===== src/rtl/ir_presence_if.sv =====
// Signal bundle between the IR presence conditioner and its controlling logic:
// enable/clear controls and raw sensor in, conditioned presence information out.
interface ir_presence_if #(
    parameter int CNT_W = 8
);
    logic             enable;
    logic             ir_raw;
    logic             cnt_clr;
    logic             presence;
    logic             detect_pulse;
    logic [CNT_W-1:0] event_count;
    logic [2:0]       state_o;

    modport master (
        output enable,
        output ir_raw,
        output cnt_clr,
        input  presence,
        input  detect_pulse,
        input  event_count,
        input  state_o
    );

    modport slave (
        input  enable,
        input  ir_raw,
        input  cnt_clr,
        output presence,
        output detect_pulse,
        output event_count,
        output state_o
    );
endinterface


===== src/rtl/ir_presence_conditioner.sv =====
// Conditions a raw IR/PIR sensor into a clean presence level: synchronizes, rejects
// short glitches, holds presence after the sensor drops, then blanks before re-arming.
module ir_presence_conditioner #(
    parameter int GLITCH_T = 8,
    parameter int HOLD_T   = 2000,
    parameter int BLANK_T  = 500,
    parameter int CNT_W    = 8
) (
    input  logic         clk,
    input  logic         rst,
    ir_presence_if.slave bus
);

    typedef enum logic [2:0] {
        IDLE    = 3'd0,
        QUALIFY = 3'd1,
        ACTIVE  = 3'd2,
        HOLD    = 3'd3,
        BLANK   = 3'd4
    } state_t;

    // One timer is shared by the qualify, hold and blank phases since they never overlap.
    localparam int MAX_GH = (GLITCH_T > HOLD_T) ? GLITCH_T : HOLD_T;
    localparam int MAX_T  = (MAX_GH > BLANK_T) ? MAX_GH : BLANK_T;
    localparam int TMR_W  = (MAX_T > 2) ? $clog2(MAX_T) : 1;

    localparam logic [TMR_W-1:0] QUAL_LAST  = TMR_W'(GLITCH_T - 1);
    localparam logic [TMR_W-1:0] HOLD_LAST  = TMR_W'(HOLD_T - 1);
    localparam logic [TMR_W-1:0] BLANK_LAST = TMR_W'(BLANK_T - 1);
    localparam logic [TMR_W-1:0] TMR_ONE    = TMR_W'(1);
    localparam logic [CNT_W-1:0] CNT_MAX    = '1;

    logic [1:0]       sync_q;
    logic             ir_s;
    state_t           state;
    logic [TMR_W-1:0] timer;
    logic             pulse_q;
    logic [CNT_W-1:0] event_cnt;
    logic             qualified;

    assign ir_s      = sync_q[1];
    assign qualified = bus.enable && (state == QUALIFY) && ir_s && (timer >= QUAL_LAST);

    always_ff @(posedge clk or negedge rst) begin
        if (!rst) begin
            sync_q <= 2'b00;
        end else begin
            sync_q <= {sync_q[0], bus.ir_raw};
        end
    end

    always_ff @(posedge clk or negedge rst) begin
        if (!rst) begin
            state   <= IDLE;
            timer   <= '0;
            pulse_q <= 1'b0;
        end else begin
            pulse_q <= 1'b0;
            if (!bus.enable) begin
                state <= IDLE;
                timer <= '0;
            end else begin
                case (state)
                    IDLE: begin
                        if (ir_s) begin
                            state <= QUALIFY;
                            timer <= TMR_ONE;
                        end else begin
                            timer <= '0;
                        end
                    end
                    QUALIFY: begin
                        if (!ir_s) begin
                            state <= IDLE;
                            timer <= '0;
                        end else if (timer >= QUAL_LAST) begin
                            state   <= ACTIVE;
                            timer   <= '0;
                            pulse_q <= 1'b1;
                        end else begin
                            timer <= timer + 1'b1;
                        end
                    end
                    ACTIVE: begin
                        if (!ir_s) begin
                            state <= HOLD;
                            timer <= '0;
                        end
                    end
                    // Retrigger is tested first so it beats a coincident hold expiry.
                    HOLD: begin
                        if (ir_s) begin
                            state <= ACTIVE;
                            timer <= '0;
                        end else if (timer == HOLD_LAST) begin
                            state <= BLANK;
                            timer <= '0;
                        end else begin
                            timer <= timer + 1'b1;
                        end
                    end
                    BLANK: begin
                        if (timer == BLANK_LAST) begin
                            state <= IDLE;
                            timer <= '0;
                        end else begin
                            timer <= timer + 1'b1;
                        end
                    end
                    default: begin
                        state <= IDLE;
                        timer <= '0;
                    end
                endcase
            end
        end
    end

    always_ff @(posedge clk or negedge rst) begin
        if (!rst) begin
            event_cnt <= '0;
        end else if (bus.cnt_clr) begin
            event_cnt <= '0;
        end else if (qualified && (event_cnt != CNT_MAX)) begin
            event_cnt <= event_cnt + 1'b1;
        end
    end

    assign bus.presence     = (state == ACTIVE) || (state == HOLD);
    assign bus.detect_pulse = pulse_q;
    assign bus.event_count  = event_cnt;
    assign bus.state_o      = state;

endmodule

===== src/flat_wrapper.sv =====
// flat-port wrapper written by rule: the top's interface ports become plain ports
module ir_presence_conditioner_flat 
#(
    parameter int GLITCH_T = 8,
    parameter int HOLD_T   = 2000,
    parameter int BLANK_T  = 500,
    parameter int CNT_W    = 8
)
  (clk, rst, bus_enable, bus_ir_raw, bus_cnt_clr, bus_presence, bus_detect_pulse, bus_event_count, bus_state_o);
  ir_presence_if #(.CNT_W(CNT_W)) bus_i ();
  input  logic clk;
  input  logic rst;
  input wire logic [$bits(bus_i.enable)-1:0] bus_enable;
  input wire logic [$bits(bus_i.ir_raw)-1:0] bus_ir_raw;
  input wire logic [$bits(bus_i.cnt_clr)-1:0] bus_cnt_clr;
  output wire logic [$bits(bus_i.presence)-1:0] bus_presence;
  output wire logic [$bits(bus_i.detect_pulse)-1:0] bus_detect_pulse;
  output wire logic [$bits(bus_i.event_count)-1:0] bus_event_count;
  output wire logic [$bits(bus_i.state_o)-1:0] bus_state_o;
  assign bus_i.enable = bus_enable;
  assign bus_i.ir_raw = bus_ir_raw;
  assign bus_i.cnt_clr = bus_cnt_clr;
  assign bus_presence = bus_i.presence;
  assign bus_detect_pulse = bus_i.detect_pulse;
  assign bus_event_count = bus_i.event_count;
  assign bus_state_o = bus_i.state_o;
  ir_presence_conditioner #(.GLITCH_T(GLITCH_T), .HOLD_T(HOLD_T), .BLANK_T(BLANK_T), .CNT_W(CNT_W)) u_core (.clk(clk), .rst(rst), .bus(bus_i));
endmodule

===== config.mk =====
export PLATFORM = sky130hd
export DESIGN_NAME = ir_presence_conditioner_flat
export DESIGN_NICKNAME = d
export VERILOG_FILES = /design/src/rtl/ir_presence_if.sv /design/src/rtl/ir_presence_conditioner.sv /design/src/flat_wrapper.sv
export SDC_FILE = /design/constraint.sdc
export NUM_CORES = 1
export LEC_CHECK = 0
export CELL_PAD_IN_SITES_DETAIL_PLACEMENT = 0
export CELL_PAD_IN_SITES_GLOBAL_PLACEMENT = 1
export CORE_MARGIN = 10
export CORE_UTILIZATION = 42
export DETAILED_ROUTE_END_ITERATION = 8
export PLACE_DENSITY_LB_ADDON = 0.1
export SYNTH_ARGS = -nofsm -noshare
export SYNTH_HDL_FRONTEND = slang
export SYNTH_SLANG_ARGS = --single-unit

===== constraint.sdc =====
create_clock -name clk -period 2.5 [get_ports clk]
set_input_delay 0.5 -clock clk [delete_from_list [all_inputs] [get_ports clk]]
set_output_delay 0.5 -clock clk [all_outputs]
set_load 0.01 [all_outputs]

==> summary.json <==
{
  "worst_setup_path": {
    "critical-path-top-delay-family": "simple AND/OR/NAND/NOR gates",
    "depth_of_the_most_critical_reg_to_reg_path": 6,
    "crit_buf_inv": 0,
    "setup.worst_path.start_class": "register",
    "cp_class": "reg -> reg",
    "worst_path_largest_cell_delay_ps": 440,
    "timing.critical_path.fanout_max": 8,
    "critPathSlowestCell": "sky130_fd_sc_hd__dfrtp_1",
    "endpoint_kind": "register",
    "cp_data_required_time_ps": 2720,
    "cp_data_arrival_time_ps": 2330,
    "critical_path.cell_chain": "ha_1 -> a211oi_1 -> and4_1 -> nor3_4 -> nand4_1 -> mux2_2",
    "timing.critical_path.depth": 6
  },
  "pwr": {
    "net_switching_fraction_of_the_power_pct": 25.9,
    "power_switching_mw": 0.178,
    "internal_cell_power_mw": 0.511,
    "clock_power_share_pct": 26.1,
    "power.ir.vdd_worst_mv": 0.217,
    "power.total_mw": 0.689,
    "share_of_total_power_in_combinational_logic_pct": 12.5,
    "power_per_cell_area_mw_per_mm2": 402,
    "total_leakage_power_nw": 0.692,
    "share_seq_of_total_power_pct": 61.4
  },
  "global_route": {
    "grt_pass1_vias": 1224,
    "grt.total_usage_pct": 11.1,
    "globalRouteOverflowTotal": 0,
    "maximum_number_of_pins_on_one_net_before_global_route_repair": 26,
    "wire_length_of_the_first_global_routing_pass_mm": 5.81,
    "number_of_antenna_violations_at_the_first_check_in_global_routing": 0
  },
  "clock_network": {
    "cts_root_buf": "sky130_fd_sc_hd__clkbuf_4",
    "htree_levels": 1,
    "cts_resized": 0,
    "number_of_clock_sinks_seen_by_cts": 25,
    "path_clk_slew_ps": 130,
    "worstSkewPairLatency_ps": 320,
    "cts_tree": "yes",
    "ctsLongestPathBuffers": 2,
    "cts_post_setup_buffers_inserted": 0,
    "numCtsBuffers": 3,
    "cts_hold_buf": 0
  },
  "sta": {
    "finalSetupViolCount": 0,
    "setup_total_negative_slack_ps": 0,
    "rsz0062_at_grt": "false",
    "worst_slew_pin_slew_ps": 391,
    "final.setup_skew_ps": 8.88,
    "timing.final.crit_share_pct": 84.1,
    "timing.final.max_slew_violations": 0,
    "timing.final.hold_violations": 0,
    "fin_ws_ps": 398,
    "relative_slew_slack_pct": 73.7,
    "period_needed_ps": 2100,
    "max_freq_mhz": 476
  },
  "placement": {
    "placement.cell_area_mm2": 0.00169,
    "gpl.final_weighted_congestion": 0.858,
    "port_buffers": 17,
    "detailedPlace.worstSlack_ps": 405,
    "place_hpwl_mm": 2.45,
    "placed_cells": 216
  },
  "layout": {
    "finalNonFillerCells": 220,
    "fin_area_mm2": 0.00171,
    "layout-drive-gt1-share_pct": 11.5,
    "fill_cells": 345,
    "area_growth_syn_to_layout_pct": 16.3,
    "insertedDiodeCount": 0,
    "design.final.nets": 182
  },
  "logic_synthesis": {
    "synth_ff_type": "sky130_fd_sc_hd__dfrtp_1",
    "post_synth_inst_count": 155,
    "synth-seq-area-share_pct": 42.5,
    "synth_edf_count": 0,
    "synth_async_sr_flop_share_pct": 100,
    "cell_area_after_technology_mapping_mm2": 0.00147,
    "ys_ff_latch": 25,
    "yosys.cell_types.count": 42,
    "post_synth.cell_area_avg_um2": 9.50,
    "synthesized_netlist_net_count": 162,
    "yosysWarnings": 0
  },
  "hold_path": {
    "min-delay-path-class": "reg -> reg",
    "min_path_cells": 0
  },
  "die": {
    "initial_utilization_pct": 43.8,
    "ios": 18,
    "floorplan.die.width_um": 79.2,
    "chipHeight_um": 79.2,
    "floorplan.rows": 21,
    "fp.dieArea_mm2": 0.00628,
    "floorplan.core_area_mm2": 0.00336
  },
  "route": {
    "routed_wl_mm": 3.25,
    "drt_iter0_drc": 75,
    "vias_post_dr": 1229,
    "drtPass1Iterations": 4,
    "antenna_violating_nets_post_route": 0,
    "drc_errors": 0,
    "wire_per_inst_um": 14.8,
    "route.detailed.vias_per_inst": 5.59
  },
  "outcome": {
    "run_status": "complete, no violations"
  },
  "flow_run": {
    "max-cap-violations": 0
  }
}
[cells in the mapped netlist, drive strengths merged (2+ instances only)]
cell type,number,area [µm²]
dfrtp,25,626
or3b,2,20.0
and4bb,2,25.0
buf,4,37.5
o22ai,2,12.5
nand4,11,75.1
and3,4,25.0
nor2,18,67.6
xnor2,6,52.6
mux2i,3,30.0
and4,2,17.5
a32o,2,20.0
nor3,5,36.3
o211ai,2,28.8
nand2,15,56.3
ha,2,25.0
inv,5,18.8
nor4,3,18.8
a31oi,4,25.0
clkbuf,3,13.8
a21oi,3,18.8
xor2,2,17.5
nand3,17,85.1
o21ai,2,10.0
[logic make-up (layout without fill, tap and decap cells)]
logic type | after synthesis | in the layout | synth area share (%)
adder cells (fa/ha/maj) | 2 | 2 | 1.70
AND/OR/NAND/NOR | 84 | 84 | 31.5
AO/OA/AOI/OAI | 20 | 20 | 12.0
flip-flops | 25 | 25 | 42.5
multiplexers | 4 | 4 | 2.80
buffers and inverters | 12 | 31 | 4.76
XOR/XNOR | 8 | 8 | 4.76
[sequential cells by signal, indices dropped and copies added, names as in the netlist]
register,count
u_core.bus.state_o,3
u_core.bus.event_count,8
u_core.timer,11
u_core.sync_q,2
u_core.bus.detect_pulse,1
[through the flow]
stage / utilization [%] / hold WS (ps)
2_1_floorplan: - / 204
3_3_place_gp: 50.1 / 337
3_5_place_dp: 50.1 / 344
4_1_cts: 50.9 / 375
5_1_grt: 50.9 / 378
6_report: 50.9 / 372
[layout by cell type (no fill, tap or decap), types with 3 or more instances in the layout]
cell,netlist,final
sky130_fd_sc_hd__a31oi_1,4,4
sky130_fd_sc_hd__mux2i_1,3,3
sky130_fd_sc_hd__buf_4,0,5
sky130_fd_sc_hd__nor4_1,3,3
sky130_fd_sc_hd__nand4_1,10,10
sky130_fd_sc_hd__and3_1,4,4
sky130_fd_sc_hd__nor2_1,18,18
sky130_fd_sc_hd__nand3_1,17,17
sky130_fd_sc_hd__clkdlybuf4s50_1,0,17
sky130_fd_sc_hd__nand2_1,15,15
sky130_fd_sc_hd__nor3_1,4,4
sky130_fd_sc_hd__dfrtp_1,25,25
sky130_fd_sc_hd__xnor2_1,6,6
sky130_fd_sc_hd__clkbuf_4,0,3
sky130_fd_sc_hd__inv_1,5,5
[final cells by class]
type | instances | area [µm²] | area share [%]
multi-input combinational | 118 | 777 | 45.4
clock buffer | 4 | 26.3 | 1.53
sequential | 25 | 626 | 36.5
timing repair buffer | 22 | 208 | 12.1
tap | 46 | 57.6 | 3.36
inverter | 5 | 18.8 | 1.10
[power by group through the flow]
stage               Combinational, mW  Clock (mW)  Sequential (mW)
finish                         0.0863       0.179            0.423
global route                   0.0957       0.207            0.425
CTS                            0.0877       0.190            0.423
detailed placement             0.0872           0            0.430
global placement               0.0866           0            0.429
floorplan                      0.0468           0            0.429
[path summary, 6_finish.rpt]
kind                                              to              from  slack [ps]
max                        u_core.bus.event_count[6]   u_core.timer[0]         400
min                                 u_core.sync_q[1]  u_core.sync_q[0]         370
max reg2reg                u_core.bus.event_count[6]   u_core.timer[0]         400
min reg2reg                         u_core.sync_q[1]  u_core.sync_q[0]         370
max in group asynchronous            u_core.timer[5]               rst        1730
min in group asynchronous  u_core.bus.event_count[5]               rst         520
[per-layer routing]
metal,share of wire (%),wire [µm],global-route usage (%),vias up
li1,-,-,-,608
met1,46,1490,13.5,602
met2,49,1600,18.4,14
met3,3.2,104,2.36,5
met4,1.6,52,5.20,0
met5,0,0,0,-
Power figures use the tool's default switching activity.
==> RTL change: new RTL, same flow settings <==
`CNT_W` is set to 8 in 3 places; all go to 6.
--- a/src/rtl/ir_presence_if.sv
+++ b/src/rtl/ir_presence_if.sv
@@ -3,3 +3,3 @@
 interface ir_presence_if #(
-    parameter int CNT_W = 8
+    parameter int CNT_W = 6
 );
--- a/src/rtl/ir_presence_conditioner.sv
+++ b/src/rtl/ir_presence_conditioner.sv
@@ -6,3 +6,3 @@
     parameter int BLANK_T  = 500,
-    parameter int CNT_W    = 8
+    parameter int CNT_W    = 6
 ) (
--- a/src/flat_wrapper.sv
+++ b/src/flat_wrapper.sv
@@ -6,3 +6,3 @@
     parameter int BLANK_T  = 500,
-    parameter int CNT_W    = 8
+    parameter int CNT_W    = 6
 )
Ports: changed (resized bus_event_count); port bits go from 18 to 16. No check against the original RTL was run, so the function may have changed too.
==> RTL change against the original RTL <==
Sequential cell count fell by 2. Worst setup slack got worse by 0.044 ns. Critical endpoint is now bus_presence. Routed wire length fell by 18%. Critical path type is now flop to primary output. Synthesized area is 13% lower. Final area decreased by 13%.
Power is not compared: it rests on default switching activity, and its combinational part moved more than twofold at a synthesized area within 25%.
==> RTL change: results (changes against the original RTL) <==
layout:
  fillCellCount: 303  # -12%
  clkCellAreaFrac: 0.01841  # +0.003070
  seq_share: 0.3849  # +0.01971
  nNonClkInverters: 3  # -2
  buffer_area_frac: 0.1054  # -0.01582
  multiInputGateArea_um2: 681.9  # -12%
  multi_input_gates: 101  # -14%
  drive_gt1_frac: 0.09524  # -0.01970
  final_nets: 155  # -15%
  buffers: 16  # -27%
  finalNonFillerCells: 180  # -18%
global_routing:
  grt_first_pass_wirelength_mm: 4.664  # -20%
  grt_usage: 0.1031  # -0.008261
  grt_max_degree: 24  # -7.7%
  grt_pass1_vias: 1040  # -15%
critical_path:
  slowest_stage: "dfrtp_1"
  critPathLaunch: "u_core.bus.state_o[1]$_DFFE_PN0P_"
  rrSetupSlack_ns: 0.42  # +0.02 ns
  worstSetupEndpoint: "bus_presence"
  path_delay_family: "buffers and inverters"
  r2r_end: "u_core.timer[4]$_DFFE_PN0P_"
  max_stage_delay_ns: 0.54  # +0.10 ns
  worstPathArrival_ns: 1.65  # -0.68 ns
  path_max_fanout: 10  # +2
placed_design:
  port_buffers: 15  # -2
  dpl.hpwl_mm: 2.032  # -17%
  gp_routability_congestion: 0.7955  # -7.2%
clock_tree:
  cts_hold_buf: 0  # unchanged
  cts_sinks: 23  # -8.0%
drt:
  drtIter0Drc: 45  # -40%
  wirelength_mm: 2.669  # -18%
  via_per_inst: 5.594  # +0.14%
synthesis:
  yosysSeqAreaShare: 0.4483  # +0.02353
  synthAdderAreaFrac: 0.01949  # +0.002501
  ys_top_cells_by_area: "dfrtp_1 (45%), xnor2_1 (5.5%), nor2_1 (3.5%), o31ai_1 (3.5%), a21oi_1 (3.1%)"
  synth-xor-area-share: 0.06823  # +0.02065
  synth_nets: 137  # -15%
  synth_common_cells: "dfrtp_1 (23), nor2_1 (12), nand2_1 (9)"
  synthCells: 130  # -16%
  synthDistinctLibCells: 40  # -4.8%
  muxShareOfSynthArea: 0  # -0.02804
  synth_compound_area_frac: 0.1433  # +0.02348
timing:
  tightest_slew_ns: 0.4744  # +0.08345 ns
  hold_ws_ns: 0.3647  # -0.007292 ns
  skew_ns: 0.004202  # -0.004678 ns
flow_run:
  cap_viol_max_count: 0  # unchanged
status:
  status: "completed"
power:
  peakVddDrop_uv: 248.1
==> RTL change: through the flow <==
stage	area, um2	worst slack [ns]
floorplan	1284	0.6824
global placement	1468	0.3663
detailed placement	1468	0.3120
CTS	1495	0.3178
global route	1495	0.2002
finish	1495	0.3538
==> RTL change: metal layers <==
metal / up-vias / GRT usage / routed length (um)
met5: - / 0 / 0
met4: 0 / 0.05155 / 51
met3: 4 / 0.02240 / 138
met2: 17 / 0.1615 / 1245
met1: 475 / 0.1298 / 1234
li1: 511 / - / -
==> RTL change: power groups by stage <==
| stage | clock [mW] | sequential (mW) | combinational [mW] |
|---|---|---|---|
| after floorplan | 0 | 0.388 | 0.0172 |
| final | 0.168 | 0.382 | 0.0402 |
| after global placement | 0 | 0.389 | 0.0407 |
| after CTS | 0.182 | 0.382 | 0.0409 |
| after detailed placement | 0 | 0.389 | 0.0409 |
| after global routing | 0.198 | 0.383 | 0.0449 |
